`config.mk`:
```
export PLATFORM = sky130hd
export DESIGN_NAME = fetch_stage
export DESIGN_NICKNAME = d
export VERILOG_FILES = /design/src/rtl/fetch_stage.sv
export SDC_FILE = /design/constraint.sdc
export NUM_CORES = 1
export LEC_CHECK = 0
export ABC_AREA = 0
export CORE_UTILIZATION = 55
export CTS_CLUSTER_DIAMETER = 30
export DETAILED_ROUTE_END_ITERATION = 6
export HOLD_SLACK_MARGIN = 0.15
export PLACE_DENSITY = 0.8
export SETUP_SLACK_MARGIN = 0.02
export SLEW_MARGIN = 10
export SYNTH_ARGS = -nofsm -noshare
export SYNTH_HDL_FRONTEND = slang
export SYNTH_SLANG_ARGS = --single-unit
```
`constraint.sdc`:
```
create_clock -name clk_i -period 8.5 [get_ports clk_i]
set_clock_uncertainty 0.1 [all_clocks]
set_input_delay 1.7 -clock clk_i [delete_from_list [all_inputs] [get_ports clk_i]]
set_output_delay 1.7 -clock clk_i [all_outputs]
set_load 0.05 [all_outputs]
```
`src/rtl/fetch_stage.sv`:
```
// fetch_stage: instruction-fetch front end of the in-order RV32 pipeline.
// Keeps the fetch PC and predicts not-taken (PC+4). It issues requests on the
// instruction-memory port, buffers in-flight responses so that a decode stall
// never drops an instruction, and presents one instruction per cycle to decode.
//
// Ports:
//   clk_i, rst_i          clock, asynchronous active-high reset
//   stage_ctrl_i          .stall holds the output register, .squash invalidates the entry being loaded
//   redirect_i/_pc_i      execute-stage redirect and its target (low two bits ignored)
//   imem_req_o/addr_o     request valid and fetch address (held until granted)
//   imem_gnt_i            request accepted this cycle
//   imem_rvalid_i/rdata_i in-order response, at least one cycle after grant
//   valid_o               output instruction valid
//   fetch_state_o         {pc, next_pc} of inst_o
//   inst_o                instruction to decode

typedef struct packed {
  logic stall;
  logic squash;
} stage_ctrl_t;

typedef struct packed {
  logic [31:0] pc;
  logic [31:0] next_pc;
} fetch_state_t;

module fetch_stage #(
  parameter logic [31:0] RESET_PC  = 32'h0000_0000,
  parameter int unsigned BUF_DEPTH = 2
) (
  input  logic         clk_i,
  input  logic         rst_i,
  input  stage_ctrl_t  stage_ctrl_i,
  input  logic         redirect_i,
  input  logic [31:0]  redirect_pc_i,
  output logic         imem_req_o,
  output logic [31:0]  imem_addr_o,
  input  logic         imem_gnt_i,
  input  logic         imem_rvalid_i,
  input  logic [31:0]  imem_rdata_i,
  output logic         valid_o,
  output fetch_state_t fetch_state_o,
  output logic [31:0]  inst_o
);

  localparam int unsigned PTR_W = $clog2(BUF_DEPTH);
  localparam int unsigned CNT_W = PTR_W + 1;
  localparam logic [CNT_W-1:0] CNT_ONE  = CNT_W'(1);
  localparam logic [CNT_W-1:0] CNT_FULL = CNT_W'(BUF_DEPTH);
  localparam logic [CNT_W:0]   CREDITS  = (CNT_W + 1)'(BUF_DEPTH);
  localparam logic [PTR_W-1:0] PTR_ONE  = PTR_W'(1);
  localparam logic [31:0]      NOP      = 32'h0000_0013;

  logic [31:0]      pc_q, pc_d;
  logic [CNT_W-1:0] out_q, out_d;     // requests granted, response not yet seen
  logic [CNT_W-1:0] disc_q, disc_d;   // in-flight responses belonging to a flushed path
  logic [CNT_W-1:0] cnt_q, cnt_d;     // response-buffer occupancy
  logic [PTR_W-1:0] pcf_rd_q, pcf_rd_d, pcf_wr_q, pcf_wr_d;
  logic [PTR_W-1:0] buf_rd_q, buf_rd_d, buf_wr_q, buf_wr_d;
  logic             valid_q, valid_d;
  fetch_state_t     fs_q, fs_d;
  logic [31:0]      inst_q, inst_d;

  logic [31:0] pcf_mem_q  [BUF_DEPTH];
  logic [31:0] buf_pc_q   [BUF_DEPTH];
  logic [31:0] buf_inst_q [BUF_DEPTH];

  logic        gnt, rsp_live, rsp_drop, upd, pop, bypass, push;
  logic [31:0] rsp_pc, redir_pc, head_pc;

  // Credits cover both in-flight requests and buffered responses, so every
  // response that returns always has a buffer slot waiting for it.
  assign imem_req_o  = !rst_i && !redirect_i &&
                       (({1'b0, out_q} + {1'b0, cnt_q}) < CREDITS);
  assign imem_addr_o = pc_q;

  assign gnt      = imem_req_o && imem_gnt_i;
  assign rsp_drop = imem_rvalid_i && (disc_q != '0);
  assign rsp_live = imem_rvalid_i && (disc_q == '0);
  assign upd      = !stage_ctrl_i.stall;
  assign pop      = !redirect_i && upd && (cnt_q != '0);
  // A response that finds the buffer empty and decode ready skips the buffer.
  assign bypass   = !redirect_i && upd && (cnt_q == '0) && rsp_live;
  assign push     = !redirect_i && rsp_live && !bypass;
  assign rsp_pc   = pcf_mem_q[pcf_rd_q];
  assign head_pc  = buf_pc_q[buf_rd_q];
  assign redir_pc = redirect_pc_i & ~32'h0000_0003;

  assign valid_o       = valid_q;
  assign fetch_state_o = fs_q;
  assign inst_o        = inst_q;

  always_comb begin
    pc_d     = pc_q;
    out_d    = out_q;
    disc_d   = disc_q;
    cnt_d    = cnt_q;
    pcf_rd_d = pcf_rd_q;
    pcf_wr_d = pcf_wr_q;
    buf_rd_d = buf_rd_q;
    buf_wr_d = buf_wr_q;
    valid_d  = valid_q;
    fs_d     = fs_q;
    inst_d   = inst_q;

    if (gnt && !imem_rvalid_i) begin
      out_d = out_q + CNT_ONE;
    end else if (!gnt && imem_rvalid_i) begin
      out_d = out_q - CNT_ONE;
    end

    if (redirect_i) begin
      pc_d     = redir_pc;
      // Everything still in flight after this cycle belongs to the old path.
      // Stale responses are dropped without touching the PC FIFO, which is
      // emptied here, so the FIFO only ever holds live requests.
      disc_d   = imem_rvalid_i ? (out_q - CNT_ONE) : out_q;
      pcf_rd_d = '0;
      pcf_wr_d = '0;
      buf_rd_d = '0;
      buf_wr_d = '0;
      cnt_d    = '0;
      valid_d  = 1'b0;
    end else begin
      if (gnt) begin
        pc_d     = pc_q + 32'd4;
        pcf_wr_d = pcf_wr_q + PTR_ONE;
      end
      if (rsp_drop) disc_d = disc_q - CNT_ONE;
      if (rsp_live) pcf_rd_d = pcf_rd_q + PTR_ONE;
      if (push) buf_wr_d = buf_wr_q + PTR_ONE;
      if (pop) buf_rd_d = buf_rd_q + PTR_ONE;
      if (push && !pop) begin
        cnt_d = cnt_q + CNT_ONE;
      end else if (pop && !push) begin
        cnt_d = cnt_q - CNT_ONE;
      end

      if (upd) begin
        if (pop) begin
          valid_d      = !stage_ctrl_i.squash;
          fs_d.pc      = head_pc;
          fs_d.next_pc = head_pc + 32'd4;
          inst_d       = buf_inst_q[buf_rd_q];
        end else if (bypass) begin
          valid_d      = !stage_ctrl_i.squash;
          fs_d.pc      = rsp_pc;
          fs_d.next_pc = rsp_pc + 32'd4;
          inst_d       = imem_rdata_i;
        end else begin
          valid_d      = 1'b0;
        end
      end
    end
  end

  always_ff @(posedge clk_i or posedge rst_i) begin
    if (rst_i) begin
      pc_q     <= RESET_PC;
      out_q    <= '0;
      disc_q   <= '0;
      cnt_q    <= '0;
      pcf_rd_q <= '0;
      pcf_wr_q <= '0;
      buf_rd_q <= '0;
      buf_wr_q <= '0;
      valid_q  <= 1'b0;
      fs_q     <= '0;
      inst_q   <= NOP;
    end else begin
      pc_q     <= pc_d;
      out_q    <= out_d;
      disc_q   <= disc_d;
      cnt_q    <= cnt_d;
      pcf_rd_q <= pcf_rd_d;
      pcf_wr_q <= pcf_wr_d;
      buf_rd_q <= buf_rd_d;
      buf_wr_q <= buf_wr_d;
      valid_q  <= valid_d;
      fs_q     <= fs_d;
      inst_q   <= inst_d;
    end
  end

  always_ff @(posedge clk_i) begin
    if (gnt) pcf_mem_q[pcf_wr_q] <= pc_q;
    if (push) begin
      buf_pc_q[buf_wr_q]   <= rsp_pc;
      buf_inst_q[buf_wr_q] <= imem_rdata_i;
    end
  end

  // Overflow means the credit accounting has been broken.
  a_no_overflow: assert property (@(posedge clk_i) disable iff (rst_i)
    !(push && !pop && (cnt_q == CNT_FULL)));

endmodule

```
==> out/qor.log, run 1 <==
qor: detailed_routing.firstDrtPassIters 7
qor: clocking.holdBufCountCts 0
qor: status.status finished clean
qor: flow_run.timing.max_cap.violations 0
qor: clocking.postCtsResizedCells 0
qor: finish.final_core_util 73.0%
qor: finish.finish.cell_count_without_fillers 1832
qor: floorplan.initial_utilization 56.7%
qor: grt.global_route.usage.total 26.7%
qor: hold_path.launch_point_of_the_worst_hold_path inst_o[29]$_DFFE_PP0P_
qor: finish.insertedDiodeCount 0
qor: critical_path.crit_path_start rst_i
qor: critical_path.regToRegStartpoint buf_rd_q$_DFFE_PP0P_
qor: floorplan.top_level_ports 201
qor: critical_path.worstPathRequired 6.70 ns
qor: placed_design.gp_congestion 0.880
qor: critical_path.path_max_fanout 5
qor: critical_path.critical_path_startpoint_category primary input
qor: synth.main_combinational_cell_family_by_area_after_synthesis compound AO/OA/AOI/OAI gates
qor: clocking.tritoncts built
qor: synth.number_of_flip_flops_and_latches_in_the_synthesized_netlist 317
qor: floorplan.floorplan.core_area 25500 sq um
qor: synth.synth-seq-area-share 61.3%
qor: clocking.ctsLongestPathBuffers 3
qor: synth.syn-instance-count 1262
qor: finish.drive_above_1_share 9.85%
qor: floorplan.fp.dieW 164 microns
qor: critical_path.worst_ep_arrival_time 4.02 ns
qor: finish.fillerInstances 1637
qor: synth.synth_compound_gate_area_share 13.5%
qor: sta.timing.final.setup_violations 0
qor: synth.synth_mux_area_share 7.07%
qor: sta.setup_total_negative_slack 0 ns
qor: clocking.post_cts_buffers 0
qor: power_and_ir_drop.vdd_ir_drop_max 0.000293 V
qor: grt.grt_overflow 0
qor: grt.first_global_vias 10533
qor: power_and_ir_drop.power_leakage 6.98 nW
qor: synth.synthAdderAreaFrac 0.485%
qor: clocking.cts.sinks 317
qor: sta.share_of_the_cycle_needed_by_the_critical_path_after_routing 68.5%
qor: synth.synth_xor_area_share 1.45%
qor: floorplan.fp-row-count 58
qor: sta.rsz0062_at_grt no
qor: sta.slew_headroom 20.9%
qor: grt.grt_first_pass_wirelength 56400 microns
qor: clocking.clock_tree_root sky130_fd_sc_hd__clkbuf_16
qor: sta.fin_hold_ws 0.374 ns
qor: finish.num-nets-final 1532
qor: critical_path.cp_max_stage_cell sky130_fd_sc_hd__clkdlybuf4s50_1
qor: synth.synthesis.yosys.warnings 0
qor: sta.slew_viol_final 0
qor: finish.area_overhead_vs_synth 28.6%
qor: synth.synth_async_sr_flop_share 42.0%
qor: synth.synth_top_flop_cell sky130_fd_sc_hd__edfxtp_1
qor: synth.post_synth_and_or_nand_nor_area_fraction 13.0%
qor: sta.worstMarginPinSlew 1.18 ns
qor: clocking.cts-buffers-inserted 56
qor: clocking.cts-htree-levels 2
qor: floorplan.design.die.area 26900 sq um
qor: grt.antenna_found_initial 0
qor: detailed_routing.via_per_inst 6.02
qor: synth.synth_enable_flop_cells 184
qor: placed_design.port-buffer-count 192
qor: critical_path.crit_chain clkdlybuf4s50_1 > nor4_1 > clkdlybuf4s50_1
qor: critical_path.timing.setup.critical_path_class in2out
qor: sta.fmax 172 MHz
qor: hold_path.hp-class reg2reg
qor: detailed_routing.first_iter_violations 1384
qor: detailed_routing.remaining_drc_errors 0
qor: sta.setup_ws 2.68 ns
qor: synth.yosys.cell_types.count 72
qor: placed_design.post_placement_worst_setup_slack 2.63 ns
qor: power_and_ir_drop.power_density_over_the_cells 349 nW/um^2
qor: detailed_routing.route.final.wire_length 35300 microns
qor: critical_path.worst_path_largest_cell_delay 0.98 ns
qor: synth.synthesis.area_per_instance 11.5 sq um
qor: placed_design.hpwl 22300 microns
qor: floorplan.die_y 164 microns
qor: sta.report.final.hold_viol_count 0
qor: grt.pin_count_of_the_biggest_net_entering_global_routing 114
qor: detailed_routing.routedWlPerCell 19.3 microns
qor: critical_path.crit_path_frequent_cell sky130_fd_sc_hd__clkdlybuf4s50_1
qor: placed_design.dpl.cell_count 1728
qor: detailed_routing.detail-route-antenna-nets 0
qor: clocking.insertion_delay 0.55 ns
qor: synth.post_synth_design_cell_area 14500 sq um
qor: sta.layout_min_cycle_time 5.82 ns
qor: critical_path.critical_path.endpoint_type output pin
qor: clocking.clkTransAtPathRegs 0.05 ns
qor: detailed_routing.vias 11034
==> state kept, by name, summed over array words and instances, names as in the netlist <==
signal / cells
cnt_q: 2
buf_wr_q: 1
pcf_rd_q: 1
pcf_wr_q: 1
imem_addr_o: 30
disc_q: 2
buf_rd_q: 1
buf_pc_q: 60
buf_inst_q: 64
pcf_mem_q: 60
fetch_state_o: 60
out_q: 2
valid_o: 1
inst_o: 32
==> synthesized netlist by cell type (all sizes together) (6+ instances only) <==
| cell | count | area (sq um) |
|---|---|---|
| edfxtp | 184 | 5530 |
| nor2b | 12 | 75.1 |
| mux2i | 84 | 841 |
| nor4 | 6 | 37.5 |
| a22oi | 9 | 67.6 |
| a211oi | 13 | 103 |
| and3 | 10 | 62.6 |
| nand2 | 176 | 661 |
| nand3b | 17 | 128 |
| xnor2 | 17 | 149 |
| mux2 | 16 | 180 |
| dfrtp | 130 | 3250 |
| buf | 36 | 206 |
| nor2 | 95 | 359 |
| a31oi | 17 | 106 |
| o311ai | 13 | 114 |
| and2 | 7 | 43.8 |
| nand3 | 45 | 225 |
| nand4 | 10 | 62.6 |
| a21oi | 61 | 305 |
| nor3 | 8 | 40.0 |
| a21o | 9 | 67.6 |
| o21ai | 105 | 529 |
| xor2 | 7 | 61.3 |
| clkbuf | 40 | 150 |
| o211ai | 8 | 60.1 |
| inv | 30 | 113 |
| a221o | 10 | 100 |
| nand2b | 7 | 43.8 |
| a2111oi | 9 | 92.6 |
==> cell type report <==
type | instances | area (sq um) | area share [%]
Inverter | 30 | 118 | 0.633
Sequential cell | 317 | 8860 | 47.7
Multi-Input combinational cell | 844 | 5180 | 27.9
Timing Repair Buffer | 207 | 2030 | 10.9
Tap cell | 330 | 413 | 2.22
Clock inverter | 36 | 452 | 2.43
Clock buffer | 68 | 1530 | 8.23
==> worst max-delay path: cells and delay by family <==
family	cells	cell delay (ns)
buffers and inverters	2	1.46
AND/OR/NAND/NOR	1	0.86
==> placed cells by master (no fill, tap or decap), types with 12 or more instances in the layout <==
cell type	synthesis	routed
sky130_fd_sc_hd__clkdlybuf4s50_1	0	191
sky130_fd_sc_hd__a31oi_1	17	17
sky130_fd_sc_hd__a211oi_1	12	12
sky130_fd_sc_hd__edfxtp_1	184	184
sky130_fd_sc_hd__nand2_1	176	175
sky130_fd_sc_hd__nor2_1	94	92
sky130_fd_sc_hd__nand3b_1	17	17
sky130_fd_sc_hd__mux2_2	16	16
sky130_fd_sc_hd__dfrtp_1	130	128
sky130_fd_sc_hd__xnor2_1	17	17
sky130_fd_sc_hd__clkbuf_16	0	58
sky130_fd_sc_hd__a21oi_1	61	60
sky130_fd_sc_hd__o21ai_0	102	102
sky130_fd_sc_hd__buf_4	8	15
sky130_fd_sc_hd__inv_1	30	29
sky130_fd_sc_hd__o311ai_0	13	13
sky130_fd_sc_hd__nand3_1	45	45
sky130_fd_sc_hd__mux2i_1	84	84
sky130_fd_sc_hd__nor2b_1	12	12
==> layer usage <==
layer / vias to the layer above / global-route usage, % / wire, microns
met3: 54 / 5.28 / 3030
met2: 550 / 40.6 / 16000
met4: 0 / 6.86 / 546
met1: 5360 / 39.5 / 15800
li1: 5070 / - / -
met5: - / 0 / 0
==> metrics by stage <==
step	total power, W	instance area [sq um]
finish	0.00649	18600
global route	0.00675	18600
CTS	0.00651	18600
detailed placement	0.00418	16600
global placement	0.00414	16600
floorplan	0.00349	14500
==> where the power goes <==
| group | switching, W | total (W) | internal (W) |
|---|---|---|---|
| clock network | 0.000757 | 0.00231 | 0.00156 |
| registers | 0.000204 | 0.00215 | 0.00194 |
| logic | 0.00137 | 0.00203 | 0.000659 |
| total | 0.00233 | 0.00649 | 0.00416 |
==> cells by family (layout without fill, tap and decap cells) <==
family / Yosys count / count (layout)
other: 1 / 6
muxes: 100 / 100
adders and majority gates: 5 / 5
buffers and inverters: 106 / 341
xor gates and xnor gates: 24 / 24
DFF: 317 / 317
and+or+nand+nor: 411 / 411
AOI/OAI and AO/OA: 298 / 298
==> path summary, 6_finish.rpt <==
check | end | slack, ns | cells past startpoint
max | imem_req_o | 2.68 | 3
min | inst_o[29]$_DFFE_PP0P_ | 0.37 | 2
max reg2reg | fetch_state_o[26]$_DFFE_PP0P_ | 4.28 | 9
min reg2reg | inst_o[29]$_DFFE_PP0P_ | 0.37 | 2
max in group asynchronous | buf_rd_q$_DFFE_PP0P_ | 5.31 | 3
min in group asynchronous | out_q[0]$_DFFE_PP0P_ | 1.51 | 2
(Power assumes the default switching activity.)
==> run 2, diff against run 1 <==
--- a/config.mk
+++ b/config.mk
@@ -6,11 +6,11 @@
 export NUM_CORES = 1
 export LEC_CHECK = 0
 export ABC_AREA = 0
-export CORE_UTILIZATION = 55
+export CORE_UTILIZATION = 50
 export CTS_CLUSTER_DIAMETER = 30
 export DETAILED_ROUTE_END_ITERATION = 6
 export HOLD_SLACK_MARGIN = 0.15
-export PLACE_DENSITY = 0.8
+export PLACE_DENSITY = 0.77
 export SETUP_SLACK_MARGIN = 0.02
 export SLEW_MARGIN = 10
 export SYNTH_ARGS = -nofsm -noshare
==> constraint.sdc (replaced) <==
create_clock -name clk_i -period 5.3 [get_ports clk_i]
set_clock_uncertainty 0.1 [all_clocks]
set_input_delay 1.06 -clock clk_i [delete_from_list [all_inputs] [get_ports clk_i]]
set_output_delay 1.06 -clock clk_i [all_outputs]
set_load 0.05 [all_outputs]
==> out/qor.log, run 2 (same netlist as run 1, synthesis figures left out) <==
qor: hold_path.hp-class reg2reg
qor: sta.slew_headroom 30.3% [+9.3 points]
qor: finish.largest_register_ffs 64 [unchanged]
qor: clocking.ctsLongestPathBuffers 3 [unchanged]
qor: critical_path.ff2ff_path_depth 8 [-1]
qor: sta.timing.final.setup_violations 0 [unchanged]
qor: detailed_routing.detail-route-antenna-nets 0 [unchanged]
qor: grt.first_global_vias 10709 [+1.7%]
qor: critical_path.timing.setup.critical_path_class reg2out
qor: clocking.holdBufCountCts 0 [unchanged]
qor: finish.num-nets-final 1539 [+0.46%]
qor: critical_path.cp_max_stage_cell sky130_fd_sc_hd__clkdlybuf4s50_1
qor: critical_path.crit_chain and2_1 > fa_1 > nor4_2 > clkdlybuf4s50_1
qor: power_and_ir_drop.vdd_ir_drop_max 0.000240 V [-18%]
qor: critical_path.critical_path_buf_inv_count 1 [-1]
qor: placed_design.gp_congestion 0.917 [+4.2%]
qor: sta.fmax 225 MHz
qor: grt.pin_count_of_the_biggest_net_entering_global_routing 91 [-20%]
qor: placed_design.hpwl 23900 microns [+6.9%]
qor: power_and_ir_drop.p_total 0.0103 W [+59%]
qor: sta.fin_hold_ws 0.371 ns [-0.00323 ns]
qor: sta.layout_min_cycle_time 4.45 ns
qor: placed_design.dpl.cell_count 1784 [+3.2%]
qor: critical_path.critical_path_startpoint_category flop
qor: clocking.post_cts_buffers 0 [unchanged]
qor: critical_path.path_max_fanout 8 [+3]
qor: clocking.clock_tree_root sky130_fd_sc_hd__clkbuf_16
qor: power_and_ir_drop.power_leakage 6.97 nW [-0.12%]
qor: clocking.cts-htree-levels 2 [unchanged]
qor: clocking.clkTransAtPathRegs 0.05 ns [about the same]
qor: detailed_routing.route.final.wire_length 36500 microns [+3.4%]
qor: clocking.tritoncts built
qor: finish.insertedDiodeCount 0 [unchanged]
qor: floorplan.fp-row-count 61 [+5.2%]
qor: critical_path.regToRegStartpoint pcf_rd_q$_DFFE_PP0P_
qor: sta.share_of_the_cycle_needed_by_the_critical_path_after_routing 83.9%
qor: clocking.cts-buffers-inserted 55 [-1.8%]
qor: flow_run.timing.max_cap.violations 0 [unchanged]
qor: clocking.insertion_delay 0.56 ns [about the same]
qor: hold_path.hold_depth 2 [unchanged]
qor: finish.largest_register buf_inst_q
qor: finish.final_common_cell sky130_fd_sc_hd__clkdlybuf4s50_1
qor: floorplan.fp.dieW 172 microns [+4.8%]
qor: sta.setup_total_negative_slack 0 ns [unchanged]
qor: power_and_ir_drop.power_density_over_the_cells 553 nW/um^2 [+58%]
qor: finish.finish.cell_count_without_fillers 1888 [+3.1%]
qor: grt.grt_first_pass_wirelength 58000 microns [+2.8%]
qor: finish.layout_common_cells sky130_fd_sc_hd__clkdlybuf4s50_1 (191), sky130_fd_sc_hd__edfxtp_1 (184), sky130_fd_sc_hd__nand2_1 (175)
qor: finish.area_overhead_vs_synth 29.3%
qor: floorplan.top_level_ports 201 [unchanged]
qor: grt.global_route.usage.total 25.1% [-1.6 points]
qor: grt.grt_overflow 0 [unchanged]
qor: detailed_routing.first_iter_violations 1067 [-23%]
qor: sta.worstMarginPinSlew 1.04 ns [-0.139 ns]
qor: critical_path.crit_family buffers and inverters
qor: detailed_routing.firstDrtPassIters 7 [unchanged]
qor: detailed_routing.via_per_inst 5.86 [-2.8%]
qor: hold_path.launch_point_of_the_worst_hold_path fetch_state_o[54]$_DFFE_PP0P_
qor: critical_path.worst_path_largest_cell_delay 0.94 ns [-0.04 ns]
qor: detailed_routing.remaining_drc_errors 1 [+1]
qor: critical_path.critical_path.endpoint_type output pin
qor: sta.report.final.hold_viol_count 0 [unchanged]
qor: floorplan.die_y 172 microns [+4.8%]
qor: critical_path.reg2reg_slack 1.45 ns [-2.83 ns]
qor: finish.drive_above_1_share 10.4% [+0.54 points]
qor: critical_path.worst_r2r_endpoint fetch_state_o[26]$_DFFE_PP0P_
qor: detailed_routing.vias 11057 [+0.21%]
qor: grt.antenna_found_initial 0 [unchanged]
qor: sta.rsz0062_at_grt no
qor: floorplan.initial_utilization 51.4% [-5.3 points]
qor: critical_path.worst_ep_arrival_time 3.29 ns [-0.73 ns]
qor: sta.slew_viol_final 0 [unchanged]
qor: hold_path.min_to fetch_state_o[54]$_DFFE_PP0P_
qor: detailed_routing.routedWlPerCell 19.3 microns [+0.33%]
qor: floorplan.floorplan.core_area 28100 sq um [+10%]
qor: floorplan.design.die.area 29600 sq um [+9.9%]
qor: status.status finished with violations
qor: clocking.postCtsResizedCells 0 [unchanged]
qor: finish.fillerInstances 2087 [+27%]
qor: status.failed_checks DRC
qor: critical_path.worstPathRequired 4.14 ns [-2.56 ns]
qor: placed_design.port-buffer-count 192 [unchanged]
qor: clocking.cts.sinks 317 [unchanged]
[run 2: per-stage QoR]
step | instance area [sq um] | setup WS (ns) | util, %
2_1_floorplan | 14500 | 0.471 | -
4_1_cts | 18700 | 0.863 | 66.5
3_3_place_gp | 16800 | 0.609 | 59.6
5_1_grt | 18700 | 0.680 | 66.5
6_report | 18700 | 0.855 | 66.5
3_5_place_dp | 16800 | 0.498 | 59.6
[run 2: worst min-delay path, stage by stage (launching register included)]
cell                      delay (ns)
sky130_fd_sc_hd__dfrtp_1        0.34
sky130_fd_sc_hd__nand2_1        0.05
sky130_fd_sc_hd__nand2_1        0.05
[run 2: where the power goes]
| group | switching, W | leakage (nW) | internal [W] |
|---|---|---|---|
| clock | 0.00124 | 0.918 | 0.00236 |
| combinational | 0.00222 | 2.76 | 0.00106 |
| sequential | 0.000344 | 3.30 | 0.00311 |
| total | 0.00380 | 6.97 | 0.00654 |
[run 2: metal layers]
metal	vias up	share of wire (%)	GRT usage, %
li1	5102	-	-
met1	5386	45	36.1
met2	488	44	38.0
met3	81	8.3	5.13
met4	0	2.6	8.43
met5	-	0	0
[run 2: worst max path at each step]
| stage | startpoint | cells after the start | to |
|---|---|---|---|
| 2_1_floorplan | redirect_i | 6 | pcf_mem_q[0][10]$_DFFE_PP_ |
| 4_1_cts | cnt_q[0]$_DFFE_PP0P_ | 4 | imem_req_o |
| 3_5_place_dp | stage_ctrl_i[1] | 13 | fetch_state_o[26]$_DFFE_PP0P_ |
| 5_1_grt | stage_ctrl_i[1] | 13 | fetch_state_o[26]$_DFFE_PP0P_ |
| 3_3_place_gp | stage_ctrl_i[1] | 13 | fetch_state_o[26]$_DFFE_PP0P_ |
| 6_report | cnt_q[0]$_DFFE_PP0P_ | 4 | imem_req_o |
[run 2: cell type report]
type,count,area [sq um],share of cell area [%]
Clock buffer,61,1440,7.71
Tap cell,378,473,2.53
Timing Repair Buffer,215,2100,11.3
Inverter,30,118,0.630
Clock inverter,43,487,2.61
Multi-Input combinational cell,844,5200,27.8
Sequential cell,317,8860,47.4
==> run 3, diff against run 2 <==
==> constraint.sdc (replaced) <==
create_clock -name clk_i -period 3.6 [get_ports clk_i]
set_clock_uncertainty 0.1 [all_clocks]
set_input_delay 0.72 -clock clk_i [delete_from_list [all_inputs] [get_ports clk_i]]
set_output_delay 0.72 -clock clk_i [all_outputs]
set_load 0.05 [all_outputs]
==> out/qor.log, run 3 (same netlist as run 1, synthesis figures left out) <==
qor: status.status finished clean
qor: grt.first_global_vias 11004 [+2.8%]
qor: detailed_routing.detail_route.wirelength.met1 16300 microns [about the same]
qor: sta.share_of_the_cycle_needed_by_the_critical_path_after_routing 92.5%
qor: sta.report.final.hold_viol_count 0 [unchanged]
qor: detailed_routing.routedWlPerCell 19.3 microns [-0.16%]
qor: placed_design.gp_congestion 0.927 [+1.0%]
qor: finish.largest_register_ffs 64 [unchanged]
qor: sta.slew_viol_final 0 [unchanged]
qor: detailed_routing.via_per_inst 5.79 [-1.1%]
qor: clocking.ctsLongestPathBuffers 3 [unchanged]
qor: power_and_ir_drop.p_total 0.0155 W [+50%]
qor: finish.post_layout_inst_area 19200 sq um [+2.8%]
qor: power_and_ir_drop.p_int 0.00978 W [+50%]
qor: power_and_ir_drop.power_density_over_the_cells 807 nW/um^2 [+46%]
qor: power_and_ir_drop.power.net_switching 0.00571 W [+51%]
qor: grt.grt_overflow 0 [unchanged]
qor: finish.num-nets-final 1578 [+2.5%]
qor: sta.timing.final.setup_violations 0 [unchanged]
qor: grt.antenna_found_initial 0 [unchanged]
qor: critical_path.worst_ep_arrival_time 2.51 ns [-0.78 ns]
qor: critical_path.critical_path_startpoint_category flop
qor: hold_path.hp-class reg2reg
qor: detailed_routing.detailroute.wirelength.met2 17000 microns [+4.9%]
qor: power_and_ir_drop.vdd_ir_drop_max 0.000410 V [+71%]
qor: clocking.tritoncts built
qor: detailed_routing.route.final.wire_length 37300 microns [+2.1%]
qor: power_and_ir_drop.power.clock.fraction 35.1% [+0.3 points]
qor: grt.grt_first_pass_wirelength 59000 microns [+1.7%]
qor: power_and_ir_drop.power.share.switching 36.9% [+0.14 points]
qor: clocking.cts-htree-levels 2 [unchanged]
qor: placed_design.port-buffer-count 192 [unchanged]
qor: critical_path.timing.setup.critical_path_class reg2out
qor: floorplan.design.die.area 29600 sq um [unchanged]
qor: detailed_routing.first_iter_violations 1064 [-0.28%]
qor: sta.fmax 300 MHz
qor: detailed_routing.remaining_drc_errors 0 [-1]
qor: clocking.clkTransAtPathRegs 0.05 ns [about the same]
qor: critical_path.worstPathRequired 2.78 ns [-1.36 ns]
qor: floorplan.fp-row-count 61 [unchanged]
qor: floorplan.fp.dieW 172 microns [unchanged]
qor: finish.largest_register buf_inst_q
qor: clocking.clock_tree_root sky130_fd_sc_hd__clkbuf_16
qor: critical_path.critical_path.endpoint_type output pin
qor: grt.pin_count_of_the_biggest_net_entering_global_routing 73 [-20%]
qor: sta.slew_headroom 22.6% [-7.7 points]
qor: clocking.postCtsResizedCells 0 [unchanged]
qor: detailed_routing.routed.top_layer met4
qor: detailed_routing.met3_length 3280 microns [+8.0%]
qor: floorplan.die_y 172 microns [unchanged]
qor: placed_design.hpwl 24800 microns [+4.0%]
qor: clocking.insertion_delay 0.58 ns [+0.02 ns]
qor: floorplan.initial_utilization 51.4% [unchanged]
qor: power_and_ir_drop.pwr-share-comb 32.2% [+0.5 points]
qor: grt.global_route.usage.total 25.5% [+0.45 points]
qor: detailed_routing.detail-route-antenna-nets 0 [unchanged]
qor: sta.worstMarginPinSlew 1.16 ns [+0.115 ns]
qor: detailed_routing.vias 11184 [+1.1%]
qor: placed_design.dpl_cell_area 17200 sq um [+2.6%]
qor: clocking.cts-buffers-inserted 58 [+5.5%]
qor: finish.layout_common_cells sky130_fd_sc_hd__clkdlybuf4s50_1 (190), sky130_fd_sc_hd__edfxtp_1 (184), sky130_fd_sc_hd__nand2_1 (175)
qor: clocking.holdBufCountCts 0 [unchanged]
qor: clocking.post_cts_buffers 0 [unchanged]
qor: flow_run.timing.max_cap.violations 0 [unchanged]
qor: power_and_ir_drop.share_seq_of_total_power 32.7% [-0.8 points]
qor: sta.rsz0062_at_grt no
qor: clocking.cts.sinks 317 [unchanged]
qor: sta.layout_min_cycle_time 3.33 ns
qor: finish.drive_above_1_share 13.2% [+2.8 points]
qor: finish.final_common_cell sky130_fd_sc_hd__clkdlybuf4s50_1
qor: finish.insertedDiodeCount 0 [unchanged]
qor: critical_path.path_max_fanout 8 [unchanged]
qor: detailed_routing.firstDrtPassIters 6 [-1]
qor: power_and_ir_drop.power_leakage 7.23 nW [+3.7%]
qor: floorplan.floorplan.core_area 28100 sq um [unchanged]
qor: finish.area_overhead_vs_synth 32.9%
qor: floorplan.top_level_ports 201 [unchanged]
qor: finish.fillerInstances 2041 [-2.2%]
[run 3: metal layers]
| metal | up-vias | global-route usage [%] |
|---|---|---|
| li1 | 5169 | - |
| met1 | 5419 | 36.2 |
| met2 | 532 | 40.3 |
| met3 | 64 | 4.83 |
| met4 | 0 | 7.00 |
| met5 | - | 0 |
[run 3: layout make-up]
class	instances	area (sq um)	area share (%)
Clock buffer	70	1550	8.05
Clock inverter	40	469	2.44
Tap cell	378	473	2.46
Inverter	30	116	0.606
Multi-Input combinational cell	844	5230	27.2
Sequential cell	317	8860	46.2
Timing Repair Buffer	251	2510	13.1
[run 3: final timing paths]
check	from	endpoint	slack (ns)	depth (start not counted)
max in group asynchronous	rst_i	inst_o[0]$_DFFE_PP1P_	2.12	3
worst min-delay path	fetch_state_o[55]$_DFFE_PP0P_	fetch_state_o[55]$_DFFE_PP0P_	0.37	2
worst max-delay path	cnt_q[0]$_DFFE_PP0P_	imem_req_o	0.27	5
worst max register to register	cnt_q[0]$_DFFE_PP0P_	imem_addr_o[11]$_DFFE_PP0P_	0.40	8
worst min register to register	fetch_state_o[55]$_DFFE_PP0P_	fetch_state_o[55]$_DFFE_PP0P_	0.37	2
min in group asynchronous	rst_i	disc_q[0]$_DFFE_PP0P_	0.59	2
[run 3: per-stage QoR]
stage                     util (%)  worst slack [ns]  std cells  TNS (ns)  hold slack [ns]
after global routing          68.4             0.197       1930         0            0.389
after global placement        61.2           -0.0205       1820   -0.0205            0.359
after detailed placement      61.2            -0.128       1820    -0.234            0.364
after floorplan                  -            -0.673       1267   -100.39            0.408
after CTS                     68.4             0.293       1930         0            0.377
final                         68.4             0.269       1930         0            0.372
[run 3: power groups by stage]
| stage | Sequential (W) | Combinational (W) | Clock [W] |
|---|---|---|---|
| 3_3_place_gp | 0.00509 | 0.00486 | 0 |
| 3_5_place_dp | 0.00512 | 0.00495 | 0 |
| 4_1_cts | 0.00507 | 0.00500 | 0.00550 |
| 6_report | 0.00507 | 0.00499 | 0.00544 |
| 5_1_grt | 0.00515 | 0.00527 | 0.00568 |
| 2_1_floorplan | 0.00688 | 0.00137 | 0 |
[run 3: critical path, stage by stage, from the launching register on]
cell and delay (ns):
sky130_fd_sc_hd__dfrtp_1 0.46, sky130_fd_sc_hd__and2_1 0.20, sky130_fd_sc_hd__fa_1 0.45, sky130_fd_sc_hd__nor4_2 0.43, sky130_fd_sc_hd__buf_4 0.26, sky130_fd_sc_hd__buf_12 0.14
